$ cat config.mk
export PLATFORM = sky130hd
export DESIGN_NAME = npc_state_sequencer
export DESIGN_NICKNAME = d
export VERILOG_FILES = /design/src/rtl/npc_state_sequencer.sv
export SDC_FILE = /design/constraint.sdc
export NUM_CORES = 1
export LEC_CHECK = 0
export BUFFER_PORTS_ARGS = -buffer_cell sky130_fd_sc_hd__buf_2
export CAP_MARGIN = 20
export CORE_MARGIN = 5
export CORE_UTILIZATION = 31
export DETAILED_ROUTE_END_ITERATION = 12
export GPL_ROUTABILITY_DRIVEN = 0
export SKIP_CTS_REPAIR_TIMING = 1
export SYNTH_ARGS = -nofsm -noshare
export SYNTH_HDL_FRONTEND = slang
export SYNTH_SLANG_ARGS = --single-unit
$ cat constraint.sdc
create_clock -name clk -period 5.6 [get_ports clk]
set_input_delay 1.12 -clock clk [delete_from_list [all_inputs] [get_ports clk]]
set_output_delay 1.12 -clock clk [all_outputs]
set_load 0.01 [all_outputs]
$ cat src/rtl/npc_state_sequencer.sv
// Switching-state sequencer for a 3-level NPC leg decoder: walks the three leg levels
// toward a requested code one level per step, honouring a minimum dwell, with a fault walk to 14.
//
// state | meaning
// IDLE  | holding current code, accepting requests
// WALK  | stepping toward the latched target
// FAULT | stepping toward / holding all-zero (code 14)
module npc_state_sequencer #(
    parameter int DWELL = 4,
    parameter int CW    = 8
) (
    input  logic       clk,
    input  logic       rst,
    input  logic [4:0] tgt_state,
    input  logic       tgt_valid,
    output logic       tgt_ready,
    input  logic       fault,
    output logic [4:0] state,
    output logic       busy,
    output logic       done,
    output logic       err,
    output logic       fault_active
);

    typedef enum logic [1:0] {IDLE, WALK, FAULT} fsm_t;

    fsm_t          fsm_q, fsm_d;
    logic [1:0]    la_q, lb_q, lc_q, la_d, lb_d, lc_d;
    logic [1:0]    ta_q, tb_q, tc_q, ta_d, tb_d, tc_d;
    logic [1:0]    ea, eb, ec;
    logic [CW-1:0] cnt_q;
    logic [4:0]    state_q, tv;
    logic          done_q, done_d, err_q, err_d;
    logic          dwell_ok, tgt_ok, stepping, moved, safe_tgt;

    function automatic logic [1:0] toward(input logic [1:0] cur, input logic [1:0] dst);
        return (cur < dst) ? cur + 2'd1 : cur - 2'd1;
    endfunction

    function automatic logic [4:0] encode(input logic [1:0] a, input logic [1:0] b,
                                          input logic [1:0] c);
        return 5'd1 + {3'b000, a} + 5'd3 * {3'b000, b} + 5'd9 * {3'b000, c};
    endfunction

    // the counter value seen on a step edge is one less than the cycles already held
    assign dwell_ok = (cnt_q >= CW'(DWELL - 1));
    assign tgt_ok   = (tgt_state >= 5'd1) && (tgt_state <= 5'd27);
    assign tv       = tgt_state - 5'd1;
    assign safe_tgt = fault || (fsm_q == FAULT);
    assign stepping = (fsm_q != IDLE) || fault;
    assign ea       = safe_tgt ? 2'd1 : ta_q;
    assign eb       = safe_tgt ? 2'd1 : tb_q;
    assign ec       = safe_tgt ? 2'd1 : tc_q;

    always_comb begin
        fsm_d  = fsm_q;
        la_d   = la_q;
        lb_d   = lb_q;
        lc_d   = lc_q;
        ta_d   = ta_q;
        tb_d   = tb_q;
        tc_d   = tc_q;
        done_d = 1'b0;
        err_d  = 1'b0;

        if (stepping && dwell_ok) begin
            if (la_q != ea)      la_d = toward(la_q, ea);
            else if (lb_q != eb) lb_d = toward(lb_q, eb);
            else if (lc_q != ec) lc_d = toward(lc_q, ec);
        end

        case (fsm_q)
            IDLE: begin
                if (fault) begin
                    fsm_d = FAULT;
                    {ta_d, tb_d, tc_d} = {2'd1, 2'd1, 2'd1};
                end else if (tgt_valid) begin
                    if (tgt_ok) begin
                        ta_d  = 2'(tv % 5'd3);
                        tb_d  = 2'((tv / 5'd3) % 5'd3);
                        tc_d  = 2'(tv / 5'd9);
                        fsm_d = WALK;
                    end else begin
                        err_d = 1'b1;
                    end
                end
            end
            WALK: begin
                if (fault) begin
                    fsm_d = FAULT;
                    {ta_d, tb_d, tc_d} = {2'd1, 2'd1, 2'd1};
                end else if (la_d == ea && lb_d == eb && lc_d == ec) begin
                    done_d = 1'b1;
                    fsm_d  = IDLE;
                end
            end
            FAULT: begin
                if (!fault && la_q == 2'd1 && lb_q == 2'd1 && lc_q == 2'd1) fsm_d = IDLE;
            end
            default: fsm_d = IDLE;
        endcase
    end

    assign moved = {la_d, lb_d, lc_d} != {la_q, lb_q, lc_q};

    always_ff @(posedge clk or posedge rst) begin
        if (rst) begin
            fsm_q   <= IDLE;
            la_q    <= 2'd1;
            lb_q    <= 2'd1;
            lc_q    <= 2'd1;
            ta_q    <= 2'd1;
            tb_q    <= 2'd1;
            tc_q    <= 2'd1;
            state_q <= 5'd14;
            cnt_q   <= CW'(DWELL);
            done_q  <= 1'b0;
            err_q   <= 1'b0;
        end else begin
            fsm_q   <= fsm_d;
            la_q    <= la_d;
            lb_q    <= lb_d;
            lc_q    <= lc_d;
            ta_q    <= ta_d;
            tb_q    <= tb_d;
            tc_q    <= tc_d;
            state_q <= encode(la_d, lb_d, lc_d);
            done_q  <= done_d;
            err_q   <= err_d;
            if (moved)                    cnt_q <= '0;
            else if (cnt_q != CW'(DWELL)) cnt_q <= cnt_q + 1'b1;
        end
    end

    assign state        = state_q;
    assign busy         = (fsm_q == WALK);
    assign fault_active = (fsm_q == FAULT);
    assign tgt_ready    = (fsm_q == IDLE) && !fault;
    assign done         = done_q;
    assign err          = err_q;

endmodule

==> flow_summary_export.csv <==
group,metric,value,unit
placement,dp_slack,-0.0204,ns
outcome,status,"finished clean",
placement,postPlaceCellArea,0.00305,mm2
yosys,synthAdderAreaFrac,14.0,%
detailed_routing,drc_errors,0,
yosys,synthArstFlopShare,100,%
yosys,syn_inst,334,
timing,layout_min_cycle_time,5.16,ns
clocking,clock_sinks,29,
critical_path,rr_endpoint,"state[2]$_DFF_PP1_",
yosys,synth_top_family_by_area,"compound AO/OA/AOI/OAI gates",
critical_path,criticalPathCategory,"in -> reg",
worst_hold_path,min_path_type,"reg -> reg",
yosys,yosys_warnings,0,
timing,hold_ws,0.514,ns
timing,timing.final.max_slew_violations,0,
yosys,synth.cell_area,0.00283,mm2
yosys,synth_nets,373,
critical_path,rr_startpoint,"fsm_q[1]$_DFFE_PP0P_",
critical_path,cp_data_required_time,5.83,ns
grt,grt_pass1_vias,2391,
timing,hold_viol,0,
final_layout,nNetsFinal,395,
floorplanning,die_w,106,um
floorplanning,core,0.00881,mm2
final_layout,top_register,"cnt_q",
detailed_routing,vias_per_cell,5.22,
clocking,htree_levels,2,
critical_path,worstSetupEndpointType,"flop",
pwr,p_leak,1.40,nW
final_layout,largest_register_ffs,8,
detailed_routing,drt_pre_antenna_iters,4,
yosys,ys_seq_area_share,26.1,%
floorplanning,row_count,34,
yosys,yosysUniqueCellTypes,66,
timing,fin_ws,0.437,ns
grt,antenna_found_initial,0,
final_layout,nFillCells,888,
yosys,ys.flop_type,"dfrtp_1",
grt,grt_overflow,0,
grt,grt_start_max_net_pins,30,
final_layout,final_common_cell,"inv_1",
critical_path,regToRegSetupSlack,1.02,ns
clocking,cts_root_buf,"clkbuf_8",
timing,relSlewSlack,49.2,%
floorplanning,die_area,0.0111,mm2
pwr,power.density,476,mW/mm2
floorplanning,die_height,106,um
yosys,ys_seq_elements,29,
worst_hold_path,min_from,"tc_q[0]$_DFFE_PP1P_",
timing,rsz0062_at_grt,"no",
timing,worstMarginPinSlew,0.762,ns
final_layout,design_area,0.00320,mm2
detailed_routing,drt_iter0_markers,75,
detailed_routing,drt.antenna.violating_nets,0,
timing,finalSetupViolCount,0,
pwr,max-vdd-ir-drop,193,uV
timing,fin_skew,0.00488,ns
job,drv_cap,0,
grt,grt_use_total,11.6,%
clocking,clock_path_buffers,2,
placement,place_hpwl,4.94,mm
worst_hold_path,hold_end,"tc_q[0]$_DFFE_PP1P_",
yosys,synthMuxAreaShare,2.25,%
final_layout,syn_to_final_growth,12.9,%
grt,grt_first_pass_wirelength,11.0,mm
worst_hold_path,whs_path_depth,2,
timing,max_freq,194,MHz
yosys,synth_compound_area_share,21.2,%
clocking,cts-buffers-inserted,5,
timing,fin_crit_sh,92.2,%
detailed_routing,wire_per_inst,13.4,um
yosys,synth-edff-count,0,
detailed_routing,vias,2427,
critical_path,crit_fanout,13,
clocking,cts.clk_slew.worst_paths,0.06,ns
clocking,tritoncts,"yes",
floorplanning,io_pins,19,
placement,portBuffers,18,
final_layout,layout-drive-gt1-share,18.2,%
detailed_routing,wirelength,6.21,mm
clocking,clkLatencyLatePin,0.28,ns
floorplanning,initial_core_util,32.2,%
final_layout,final_cell_mix,"inv_1 (43), nor2_1 (28), nand2_1 (26), ha_1 (25), xnor2_1 (20)",
final_layout,antennaDiodeCount,0,
yosys,avgSynthCellArea,8.48,um2
critical_path,worst_setup_path_start_kind,"input pin",
critical_path,ff2ff_path_depth,16,
critical_path,critPathArrivalTime,5.39,ns
yosys,synth-xor-area-share,8.92,%
yosys,yosys.area_share.simple,19.7,%
==> per-stage QoR <==
step	setup TNS, ns	total power, mW	utilization (%)	cells
2_1_floorplan	0	1.10	-	334
3_3_place_gp	0	1.27	34.7	456
3_5_place_dp	-0.0204	1.31	34.7	456
4_1_cts	0	1.55	36.0	464
5_1_grt	0	1.71	36.3	465
6_report	0	1.52	36.3	465
==> cell type report <==
class	count	area, um2	area share, %
flip-flops and latches	29	738	23.1
well taps	108	135	4.23
clock buffers	7	86.3	2.70
multi-input cells	251	1890	59.2
inverters	43	161	5.05
repair buffers	26	153	4.77
clock inverters	1	30.0	0.939
==> power by group <==
group / internal [mW] / switching, mW / total [mW] / leakage [nW]
clock: 0.145 / 0.0771 / 0.222 / 0.0585
sequential: 0.316 / 0.0542 / 0.370 / 0.354
combinational: 0.403 / 0.528 / 0.931 / 0.989
total: 0.864 / 0.659 / 1.52 / 1.40
==> synthesized netlist by cell type (7+ instances only) <==
library cell,count,share of area (%)
nand3_1,8,1.4
xor2_1,7,2.2
inv_1,43,5.7
xnor2_1,20,6.2
dfstp_2,10,9.3
nor2_1,29,3.8
a21oi_1,18,3.2
o211ai_1,7,1.9
dfrtp_1,19,17
ha_1,27,12
o21ai_0,16,2.8
nand2_1,26,3.4
==> worst max-delay path, stage by stage <==
cell and delay, ns:
clkbuf_4 0.20, or4_4 0.58, o22ai_2 0.23, ha_2 0.25, buf_4 0.15, xnor2_1 0.11, nor4_1 0.06, a41oi_1 0.23
nand2_1 0.15, a211o_4 0.32, xnor2_2 0.19, inv_1 0.06, ha_1 0.21, inv_1 0.07, o211ai_1 0.10, a21oi_2 0.16
o21ai_1 0.11, ha_1 0.22, nor2_1 0.16, nand2_1 0.07, o31ai_1 0.06, a31o_1 0.17, nor3b_1 0.21, o32a_1 0.18
==> routing by layer <==
layer	global-route usage [%]	vias up	share of wire [%]	routed length (um)
met5	0	-	0	0
met4	3.61	0	1.8	109
met3	1.83	12	3.2	199
met2	19.4	44	48	2990
met1	15.3	1152	47	2910
li1	-	1219	-	-
==> worst max-delay path by stage <==
stage,from,to,slack [ns],cells after the start
floorplan,tgt_state[0],tb_q[0]$_DFFE_PP1P_,0.14,25
global placement,tgt_state[0],tb_q[0]$_DFFE_PP1P_,0.18,23
detailed placement,tgt_state[0],tb_q[0]$_DFFE_PP1P_,-0.02,23
CTS,tgt_state[0],tb_q[0]$_DFFE_PP1P_,0.25,23
global route,tgt_state[0],tb_q[0]$_DFFE_PP1P_,0.04,24
finish,tgt_state[0],tb_q[0]$_DFFE_PP1P_,0.44,24
==> logic make-up after synthesis <==
family          count (synthesis)
simple gates                  105
compound gates                 82
buf+inv                        54
fa+ha+maj                      30
flops                          29
xor+xnor                       28
mux                             6
No activity file was read; power rests on OpenSTA's default activity.
